File: src/rtl/q_learn_sequencer.sv
// Episode/step controller for the Q-learning datapath: greedy/explore action pick,
// environment handshake, next-state max_Q scan and Q-update launch, looped per step.
module q_learn_sequencer #(
  parameter int          NUM_STATES  = 37,
  parameter int          NUM_ACTIONS = 4,
  parameter int          MAX_STEPS   = 255,
  parameter logic [7:0]  EPSILON     = 8'd26,
  parameter logic [15:0] LFSR_SEED   = 16'hACE1
) (
  input  logic        clk,
  input  logic        rst,
  input  logic        start,
  input  logic [5:0]  start_state,
  input  logic [5:0]  goal_state,
  output logic [5:0]  q_rd_state,
  output logic [3:0]  q_rd_action,
  input  logic [31:0] q_rd_data,
  output logic        env_req,
  output logic [5:0]  env_state,
  output logic [3:0]  env_action,
  input  logic        env_ack,
  input  logic [5:0]  env_next_state,
  input  logic [3:0]  env_reward,
  output logic        upd_go,
  output logic [5:0]  upd_state,
  output logic [3:0]  upd_action,
  output logic [31:0] upd_max_q,
  output logic [3:0]  upd_reward,
  input  logic        upd_done,
  output logic        busy,
  output logic        episode_done,
  output logic [7:0]  step_count,
  output logic        error,
  output logic [2:0]  dbg_state
);

  typedef enum logic [2:0] {
    S_IDLE = 3'd0,
    S_SEL  = 3'd1,
    S_DEC  = 3'd2,
    S_ENV  = 3'd3,
    S_MAX  = 3'd4,
    S_UPD  = 3'd5,
    S_ADV  = 3'd6
  } state_t;

  localparam logic [1:0] LAST_IDX = 2'(NUM_ACTIONS - 1);
  localparam logic [6:0] NS_LIM   = 7'(NUM_STATES);
  localparam logic [7:0] STEP_LIM = 8'(MAX_STEPS);

  state_t             r_state;
  state_t             w_state_nxt;
  logic [5:0]         r_cur;
  logic [5:0]         r_goal;
  logic [5:0]         r_next;
  logic [3:0]         r_reward;
  logic [1:0]         r_action;
  logic [1:0]         r_idx;
  logic [1:0]         r_best_a;
  logic signed [31:0] r_best;
  logic [15:0]        r_lfsr;
  logic               r_busy;
  logic               r_done;
  logic [7:0]         r_steps;
  logic               r_error;

  logic signed [31:0] w_q;
  logic               w_scan_last;
  logic               w_bad_next;
  logic               w_at_end;
  logic               w_explore;
  logic               w_fb;

  assign w_q         = q_rd_data;
  assign w_scan_last = (r_idx == LAST_IDX);
  assign w_bad_next  = ({1'b0, env_next_state} >= NS_LIM);
  assign w_at_end    = (r_next == r_goal) || (r_steps == STEP_LIM);
  assign w_explore   = (r_lfsr[7:0] < EPSILON);
  assign w_fb        = r_lfsr[15] ^ r_lfsr[13] ^ r_lfsr[12] ^ r_lfsr[10];

  // Handshakes: env_req / upd_go are levels held with a stable payload until the
  // first cycle the partner answers (env_ack / upd_done); that cycle completes the
  // transfer and the request drops on the next cycle. Answers in other states are ignored.
  always_comb begin
    w_state_nxt = r_state;
    case (r_state)
      S_IDLE: if (start) w_state_nxt = (start_state == goal_state) ? S_ADV : S_SEL;
      S_SEL:  if (w_scan_last) w_state_nxt = S_DEC;
      S_DEC:  w_state_nxt = S_ENV;
      S_ENV:  if (env_ack) w_state_nxt = w_bad_next ? S_IDLE : S_MAX;
      S_MAX:  if (w_scan_last) w_state_nxt = S_UPD;
      S_UPD:  if (upd_done) w_state_nxt = S_ADV;
      S_ADV:  w_state_nxt = w_at_end ? S_IDLE : S_SEL;
      default: w_state_nxt = S_IDLE;
    endcase
  end

  always_ff @(posedge clk or posedge rst) begin
    if (rst) r_state <= S_IDLE;
    else     r_state <= w_state_nxt;
  end

  always_ff @(posedge clk or posedge rst) begin
    if (rst) begin
      r_cur    <= '0;
      r_goal   <= '0;
      r_next   <= '0;
      r_reward <= '0;
      r_action <= '0;
      r_idx    <= '0;
      r_best_a <= '0;
      r_best   <= '0;
      r_lfsr   <= LFSR_SEED;
      r_busy   <= 1'b0;
      r_done   <= 1'b0;
      r_steps  <= '0;
      r_error  <= 1'b0;
    end else begin
      r_done <= 1'b0;
      if (r_state != S_IDLE) r_lfsr <= {r_lfsr[14:0], w_fb};
      case (r_state)
        S_IDLE: if (start) begin
          r_cur   <= start_state;
          r_goal  <= goal_state;
          // Seeding r_next lets ADV end a start==goal episode after one busy cycle.
          r_next  <= start_state;
          r_steps <= '0;
          r_error <= 1'b0;
          r_busy  <= 1'b1;
          r_idx   <= '0;
        end
        S_SEL, S_MAX: begin
          // Strict greater-than keeps the lower action index on ties.
          if (r_idx == 2'd0 || w_q > r_best) begin
            r_best   <= w_q;
            r_best_a <= r_idx;
          end
          r_idx <= w_scan_last ? 2'd0 : r_idx + 2'd1;
        end
        S_DEC: r_action <= w_explore ? r_lfsr[9:8] : r_best_a;
        S_ENV: if (env_ack) begin
          r_next   <= env_next_state;
          r_reward <= env_reward;
          if (w_bad_next) begin
            r_error <= 1'b1;
            r_done  <= 1'b1;
            r_busy  <= 1'b0;
          end
        end
        S_UPD: if (upd_done) r_steps <= r_steps + 8'd1;
        S_ADV: begin
          if (w_at_end) begin
            r_done <= 1'b1;
            r_busy <= 1'b0;
          end else begin
            r_cur <= r_next;
          end
        end
        default: ;
      endcase
    end
  end

  assign q_rd_state   = (r_state == S_MAX) ? r_next : r_cur;
  assign q_rd_action  = {2'b00, r_idx};
  assign env_req      = (r_state == S_ENV);
  assign env_state    = r_cur;
  assign env_action   = {2'b00, r_action};
  assign upd_go       = (r_state == S_UPD);
  assign upd_state    = r_cur;
  assign upd_action   = {2'b00, r_action};
  assign upd_max_q    = r_best;
  assign upd_reward   = r_reward;
  assign busy         = r_busy;
  assign episode_done = r_done;
  assign step_count   = r_steps;
  assign error        = r_error;
  assign dbg_state    = r_state;

endmodule
File: config.mk
export PLATFORM = sky130hd
export DESIGN_NAME = q_learn_sequencer
export DESIGN_NICKNAME = d
export VERILOG_FILES = /design/src/rtl/q_learn_sequencer.sv
export SDC_FILE = /design/constraint.sdc
export NUM_CORES = 1
export LEC_CHECK = 0
export CAP_MARGIN = 10
export CORE_UTILIZATION = 35
export CTS_CLUSTER_DIAMETER = 200
export CTS_CLUSTER_SIZE = 28
export DETAILED_ROUTE_END_ITERATION = 8
export PLACE_DENSITY = 0.7
export SLEW_MARGIN = 5
export SYNTH_ARGS = -nofsm -noshare
export SYNTH_HDL_FRONTEND = slang
export SYNTH_SLANG_ARGS = --single-unit
File: constraint.sdc
create_clock -name clk -period 4.6 [get_ports clk]
set_clock_uncertainty 0.05 [all_clocks]
set_input_delay 0.46 -clock clk [delete_from_list [all_inputs] [get_ports clk]]
set_output_delay 0.46 -clock clk [all_outputs]
set_load 0.02 [all_outputs]
Word level (Yosys, flattened, before mapping)

Index checks and enable logic that the tools add are counted.

Register bits: 90
Bits in latches: 0
RAM bits: 0
Memory bits (read-only): 0
Input bits: 59
Output and inout port bits: 82
Memories: 0

Add/sub/neg operators: 2
$mul: 0
Divide/modulo/power cells: 0
Magnitude comparators: 3
Eq/ne operators: 18
Shift-type cells: 0
Mux-type cells: 35
Bitwise operators: 3
Reductions and logical operators: 21

Operators by type and width:

| operator                                                   | count |
|---|---|
| > comparator 32 bit                                        | 1 |
| two-way mux 6 bit                                          | 4 |
| case mux 6 bit (2 select lines)                            | 2 |
| two-way mux 3 bit                                          | 7 |
| case mux 3 bit (7 select lines)                            | 1 |
| two-way mux 8 bit                                          | 2 |
| case mux 8 bit (2 select lines)                            | 1 |
| == test 6 bit                                              | 2 |
| two-way mux 1 bit                                          | 11 |
| != test 2 bit, second input constant                       | 5 |
| AND reduction 5 bit                                        | 2 |
| == test 3 bit, second input constant                       | 3 |
| AND reduction 3 bit                                        | 3 |
| adder 8 x 1 -> 8 bit, second input constant                | 1 |
| == test 8 bit, second input constant                       | 1 |
| less-than comparator 8 x 5 -> 1 bit, second input constant | 1 |
| AND reduction 2 bit                                        | 4 |
| nonzero test 2 bit                                         | 4 |
| == test 3 x 2 -> 1 bit, second input constant              | 2 |
| greater-or-equal comparator 6 bit, second input constant   | 1 |
| two-way mux 2 bit                                          | 3 |
| != test 2 x 1 -> 1 bit, second input constant              | 3 |
| nonzero test 3 bit                                         | 2 |
| case mux 1 bit (2 select lines)                            | 2 |
| 11 further kinds                                           | 14 |

Logic depth before layout (Yosys ltp)

Gate-level depths: netlist of the first run.

Depth in word-level cells: 4
Mapped depth: 10

Worst setup path before layout of the first run

OpenSTA, ideal clock, no wires.

Kind: flip-flop to flip-flop
From: register r_best[19] (netlist: upd_max_q[19])
To: register r_best_a[0]
Setup time: 125 ps
Data arrival time: 2,545 ps
Data required time: 4,425 ps
Slack: 1,879 ps
Cell stages (with the launch flop): 11
Period minus slack after synthesis: 2,721 ps
Path through: dfrtp_1 > inv_1 > ha_1 > a21oi_2 > o21a_1 > o21ai_1 > a2111o_1 > or4_4 > nand3_4 > buf_12 > mux2_4

Cells in the longest elaborated chain, start to end: 3

Ends and longest elaborated chain:

| element                              | line | RTL |
|---|---|---|
| from (decl)                          | 60   | `logic signed [31:0] r_best;` |
| from (signal assigned)               | 135  | `r_best <= w_q;` |
| > comparator 32 bit                  | 134  | `if (r_idx == 2'd0 \|\| w_q > r_best) begin` |
| logical OR 1 bit                     | 134  |  |
| AND reduction 2 bit (no source line) | -    |  |
| to (signal assigned)                 | 136  | `r_best_a <= r_idx;` |
| to (decl)                            | 59   | `logic [1:0] r_best_a;` |

No other way between the ends.
A chain may end at the register's enable or synchronous reset.

Final worst setup path of the first run

From: input port q_rd_data[31]
To: register r_best[24] (netlist: upd_max_q[24])

Cells in the longest elaborated chain, start to end: 3

Ends and longest elaborated chain:

| element                              | line | RTL |
|---|---|---|
| from (decl)                          | 17   | `input logic [31:0] q_rd_data,` |
| > comparator 32 bit                  | 134  |  |
| logical OR 1 bit                     | 134  |  |
| AND reduction 2 bit (no source line) | -    |  |

No other way between the ends.

==> results of run 1 <==
## synthesized netlist by cell type (5+ instances only)
library cell,number
o21ai_0,13
nor2_1,34
mux2_2,30
o22ai_1,7
a21oi_1,16
clkbuf_1,11
mux2i_1,9
mux2_4,30
buf_4,14
nand2_1,39
xnor2_1,11
dfstp_2,8
nand3_1,7
nor3_1,5
xor2_1,11
inv_1,38
nand4_1,11
dfrtp_1,82
ha_1,35
## sequential cells by signal, indices dropped and copies added, names as in the netlist
register      cells
busy              1
dbg_state         3
env_state         6
episode_done      1
error             1
r_action          2
r_best_a          2
r_goal            6
r_idx             2
r_lfsr           16
r_next            6
step_count        8
upd_max_q        32
upd_reward        4
## logic make-up after synthesis
kind of cell | after synthesis | synth area share
AO/OA/AOI/OAI | 61 | 0.07628
AND/OR/NAND/NOR | 114 | 0.1084
XOR/XNOR | 22 | 0.03801
adder cells (fa/ha/maj) | 35 | 0.08640
flip-flops | 90 | 0.4463
other | 1 | 0.0007398
buffers and inverters | 68 | 0.07060
multiplexers | 69 | 0.1733
## final timing paths
| check | endpoint | slack (ns) |
|---|---|---|
| setup / recovery | upd_max_q[24] | 1.30 |
| hold / removal | r_lfsr[0] | 0.44 |
| setup reg to reg | upd_max_q[24] | 1.49 |
| hold reg to reg | r_lfsr[0] | 0.44 |
| max in group asynchronous | r_lfsr[6] | 2.92 |
| min in group asynchronous | upd_max_q[9] | 0.54 |
## layout make-up
cell class / instances / area [µm²] / area share
clock buffers: 10 / 229.0 / 0.03378
clock inverters: 6 / 90.09 / 0.01329
inverters: 38 / 143.9 / 0.02123
multi-input cells: 307 / 2472 / 0.3647
flip-flops and latches: 90 / 2262 / 0.3337
well taps: 180 / 225.2 / 0.03322
repair buffers: 136 / 1356 / 0.2001
## metal layers
layer	share of wire	vias up	wire (µm)
li1	-	1812	-
met1	0.46	1828	5294
met3	0.056	22	652
met2	0.47	115	5415
met4	0.021	0	244
met5	0	-	0
## metrics by stage
| step | hold WS, ns | instance area [µm²] | setup WS [ns] | utilization | std cells |
|---|---|---|---|---|---|
| CTS | 0.4411 | 6779 | 1.247 | 0.4846 | 767 |
| detailed placement | 0.4235 | 6460 | 0.8901 | 0.4618 | 751 |
| global placement | 0.4210 | 6460 | 0.9546 | 0.4618 | 751 |
| floorplan | 0.4055 | 5087 | 1.768 | - | 465 |
| global route | 0.4660 | 6779 | 1.101 | 0.4846 | 767 |
| finish | 0.4371 | 6779 | 1.304 | 0.4846 | 767 |
## critical path: stages
cell and delay (ns):
clkdlybuf4s50_1 0.47, ha_1 0.38, nand4_1 0.19, nor4_2 0.43, a31oi_1 0.17, a22oi_1 0.29
nand3_4 0.56, mux2_4 0.50
## where the power goes
| group | switching (mW) | total [mW] | internal [mW] |
|---|---|---|---|
| logic | 1.20 | 2.56 | 1.36 |
| registers | 0.306 | 1.40 | 1.09 |
| clock network | 0.317 | 0.795 | 0.478 |
==> results.json, run 1 <==
{
  "die_area_mm2": 0.01497,
  "grtUsageMet1": 0.2117,
  "arrival_ns": 3.47,
  "layout-drive-gt1-share": 0.1567,
  "drv_slew": 0,
  "r2r_cells": 8,
  "synth_edf_count": 0,
  "post-route-drc-count": 0,
  "wl_per_cell_um": 15.13,
  "cp_max_fo": 34,
  "total_power_mw": 4.755,
  "ir_worst_vdd_v": 0.0002924,
  "grt_max_degree": 52,
  "cts_root_buf": "clkbuf_16",
  "track_usage": 0.1617,
  "clkTransAtPathRegs_ns": 0.06,
  "ctsHoldBuffers": 0,
  "ys_seq_area_frac": 0.4463,
  "hold-path-cell-count": 2,
  "async_reset_ff_frac": 1.000,
  "vias": 3777,
  "grt_pass1_vias": 3805,
  "setup_tns_ns": 0,
  "min_from": "r_lfsr[0]",
  "grtUsageMet2": 0.2570,
  "antenna_found_initial": 0,
  "busiest_layer": "met2",
  "hpwl_um": 8694,
  "status": "finished, final reports clean",
  "grt_pass1_wl_um": 18810,
  "cts_sinks": 90,
  "cts_max_level": 3,
  "drt_iter0_markers": 219,
  "max_slew_margin": 0.4023,
  "fill_cells": 1268,
  "tritoncts": "built",
  "clk_path_buf_depth": 2,
  "routabilityCongestion": 0.8562,
  "drt-pass1-iter-count": 4,
  "layout_common_cells": "clkdlybuf4s50_1 (134), dfrtp_1 (82), nand2_1 (39), inv_1 (37), ha_1 (35)",
  "fmax_mhz": 303.4,
  "synth_area_per_cell_um2": 11.02,
  "hp-class": "reg2reg",
  "worst_pin_slew_ns": 0.8966,
  "synth_area_mm2": 0.005069,
  "cts_made_buffers": 9,
  "syn_to_final_growth_pct": 33.74,
  "synth_ff_type": "dfrtp_1",
  "routed_wl_um": 11610,
  "layout_commonest_cell": "clkdlybuf4s50_1",
  "via_per_inst": 4.924,
  "core.rowCount": 43,
  "required_ns": 4.77,
  "post-cts-setup-buffers": 0,
  "period_share": 0.7165,
  "core_mm2": 0.01399,
  "drv_cap": 0,
  "grtUsageMet3": 0.04043,
  "synthTopCellsByArea": "dfrtp_1 (40%), mux2_4 (8.9%), ha_1 (8.6%), mux2_2 (6.7%), dfstp_2 (4.1%)",
  "diodes": 0,
  "setup.worst_path.start_class": "primary input",
  "cts_resized": 0,
  "yosysTopAreaCellShare": 0.4048,
  "finalSetupViolCount": 0,
  "start_util": 0.3623,
  "cp-startpoint": "q_rd_data[31]",
  "r2r-start": "upd_max_q[31]",
  "die_h_um": 122.3,
  "synth_warnings": 0,
  "postSynthCellCount": 460,
  "ys_types": 50,
  "io-pin-count": 141,
  "leakage_nw": 3.118,
  "critPathKind": "in2reg",
  "synth_top_cell_by_area": "dfrtp_1",
  "fp.dieW_um": 122.3,
  "grt_setup_unrepaired": "false",
  "drtAntennaViolNets": 0,
  "port_buffers": 134,
  "clkLatencyLatePin_ns": 0.35,
  "ys_ff_latch": 90,
  "gr-total-overflow": 0,
  "nets": 676,
  "period_needed_ns": 3.296,
  "end_kind": "flip-flop",
  "hold_violations": 0,
  "power.density_mw_per_mm2": 701.4
}
No activity file was read; power rests on OpenSTA's default activity.
==> inputs of run 2 (changes only) <==
--- a/config.mk
+++ b/config.mk
@@ -10,7 +10,7 @@
 export CTS_CLUSTER_DIAMETER = 200
 export CTS_CLUSTER_SIZE = 28
 export DETAILED_ROUTE_END_ITERATION = 8
-export PLACE_DENSITY = 0.7
+export PLACE_DENSITY = 0.73
 export SLEW_MARGIN = 5
 export SYNTH_ARGS = -nofsm -noshare
 export SYNTH_HDL_FRONTEND = slang
==> constraint.sdc (replaced) <==
create_clock -name clk -period 2.7 [get_ports clk]
set_clock_uncertainty 0.05 [all_clocks]
set_input_delay 0.27 -clock clk [delete_from_list [all_inputs] [get_ports clk]]
set_output_delay 0.27 -clock clk [all_outputs]
set_load 0.02 [all_outputs]
==> run 2 against run 1 <==
Against the previous run: the run now ends with negative setup slack left; critical path depth is 1 higher; global-route usage increased by 1.4 points; utilization grew 3.7 points; wire length grew 14%; sequential share of layout area fell by 2.3 points; sequential power is 67% higher.
==> results.json, run 2 (synthesized netlist as in run 1, its figures left out) <==
{
  "status": "complete, but fails checks",
  "violations": "negative setup slack",
  "nets": 707,
  "grt_setup_unrepaired": "true",
  "clkLatencyLatePin_ns": 0.36,
  "r2r-end": "upd_max_q[6]",
  "post-route-drc-count": 0,
  "start_util": 0.3623,
  "max_slew_margin": 0.5511,
  "required_ns": 2.89,
  "hold_end": "upd_max_q[21]",
  "hold-path-cell-count": 2,
  "critPathKind": "reg2reg",
  "period_share": 1.017,
  "end_kind": "flip-flop",
  "clk_path_buf_depth": 2,
  "drv_slew": 0,
  "place_area_mm2": 0.006645,
  "ir_worst_vdd_v": 0.0005512,
  "hp-class": "in2reg",
  "routabilityCongestion": 0.8899,
  "fmax_mhz": 364.3,
  "io-pin-count": 141,
  "largest_reg_flops": 32,
  "drt-pass1-iter-count": 4,
  "drt_iter0_markers": 248,
  "drv_cap": 0,
  "worst_pin_slew_ns": 0.6733,
  "cts_root_buf": "clkbuf_16",
  "regToRegSetupSlack_ns": -0.05,
  "finalSetupViolCount": 28,
  "crit_chain": "inv_1, ha_1, nand4_1, nor2_1, a2111o_1, or4_4, nand3_4, bufbuf_16, mux2_4",
  "die_h_um": 122.3,
  "leakage_nw": 3.335,
  "track_usage": 0.1762,
  "crit_slowest_cell": "a2111o_1",
  "setup_tns_ns": -0.7234,
  "final_cells": 798,
  "cts_made_buffers": 9,
  "drtAntennaViolNets": 0,
  "core.rowCount": 43,
  "cts_sinks": 90,
  "r2r-start": "upd_max_q[26]",
  "worst_path_largest_cell_delay_ns": 0.44,
  "seqCellArea_mm2": 0.002265,
  "total_power_mw": 9.061,
  "final_cell_area_mm2": 0.007291,
  "routed_wl_um": 13230,
  "layout_common_cells": "clkdlybuf4s50_1 (132), dfrtp_1 (80), nand2_1 (39), nor2_1 (34), mux2_4 (34)",
  "hold_violations": 0,
  "period_needed_ns": 2.745,
  "diodes": 0,
  "worst_slack_ns": -0.04519,
  "layout-drive-gt1-share": 0.2346,
  "power.density_mw_per_mm2": 1243,
  "grt_max_degree": 66,
  "vias": 3960,
  "multiInputGateArea_mm2": 0.002655,
  "layout_commonest_cell": "clkdlybuf4s50_1",
  "grt_pass1_vias": 4073,
  "min_from": "q_rd_data[21]",
  "die_area_mm2": 0.01497,
  "wl_per_cell_um": 16.58,
  "core_mm2": 0.01399,
  "via_per_inst": 4.962,
  "port_buffers": 134,
  "cp_max_fo": 6,
  "grt_pass1_wl_um": 20280,
  "hpwl_um": 9414,
  "antenna_found_initial": 0,
  "gr-total-overflow": 0,
  "setup.worst_path.start_class": "flip-flop",
  "fp.dieW_um": 122.3,
  "tritoncts": "built",
  "cts_max_level": 3,
  "clkTransAtPathRegs_ns": 0.07,
  "fill_cells": 1185,
  "pre_cts_ws_ns": -0.4449,
  "dp.cells": 770,
  "syn_to_final_growth_pct": 43.84,
  "arrival_ns": 2.93,
  "r2r_cells": 9
}
-- run 2: cell types whose count changed in the layout (fill, tap and decap cells not counted), moves of 4 or more --
cell / change
inv_1: -4
buf_4: +24
ha_4: +10
ha_1: -11
mux2_4: +4
inv_2: +4
buf_12: +4
mux2_2: -4
-- run 2: worst max path at each step --
stage	startpoint	to	slack, ns	cells past startpoint
global route	upd_max_q[20]	upd_max_q[22]	-0.11	12
finish	upd_max_q[26]	upd_max_q[6]	-0.05	9
global placement	q_rd_data[23]	upd_max_q[11]	-0.33	10
CTS	upd_max_q[23]	upd_max_q[7]	0.0005	10
detailed placement	q_rd_data[17]	upd_max_q[3]	-0.44	10
floorplan	upd_max_q[21]	upd_max_q[23]	0.003	10
-- run 2: final cells by class --
type,instances,area share
Clock buffer,10,0.03141
Clock inverter,6,0.01013
Inverter,38,0.02008
Multi-Input combinational cell,307,0.3642
Sequential cell,90,0.3106
Tap cell,180,0.03089
Timing Repair Buffer,167,0.2327
-- run 2: report_power, final --
group          switching [mW]  internal, mW  leakage (nW)
clock network           0.569         0.729         0.141
logic                    2.42          3.01          2.10
registers               0.471          1.86          1.09
-- run 2: timing repair --
action	in CTS	in global routing
endpoints found under the hold margin	0	0
cloned	2	0
pin swaps	4	5
endpoints found under the setup margin	34	34
hold buffers	0	0
setup buffers	5	6
gates resized for setup	9	24
-- run 2: metrics by stage --
stage | hold WS, ns | utilization
after floorplan | 0.3254 | -
after global placement | 0.4165 | 0.4750
after detailed placement | 0.4231 | 0.4750
after CTS | 0.3003 | 0.5087
after global routing | 0.2309 | 0.5212
final | 0.2438 | 0.5212
-- run 2: metal layers --
| layer | routed length [µm] | part of all wire | vias up | global-route usage |
|---|---|---|---|---|
| met4 | 228 | 0.017 | 0 | 0.06098 |
| met2 | 6688 | 0.51 | 116 | 0.2985 |
| met5 | 0 | 0 | - | 0 |
| met1 | 5566 | 0.42 | 1946 | 0.2103 |
| met3 | 749 | 0.057 | 21 | 0.05437 |
| li1 | - | - | 1877 | - |
-- run 2: critical path, delay by kind of cell (launching register included) --
kind / cells / cell delay (ns)
and+or+nand+nor: 4 / 0.83
AOI/OAI and AO/OA: 1 / 0.44
DFF: 1 / 0.39
buffers and inverters: 2 / 0.34
adders and majority gates: 1 / 0.29
muxes: 1 / 0.29
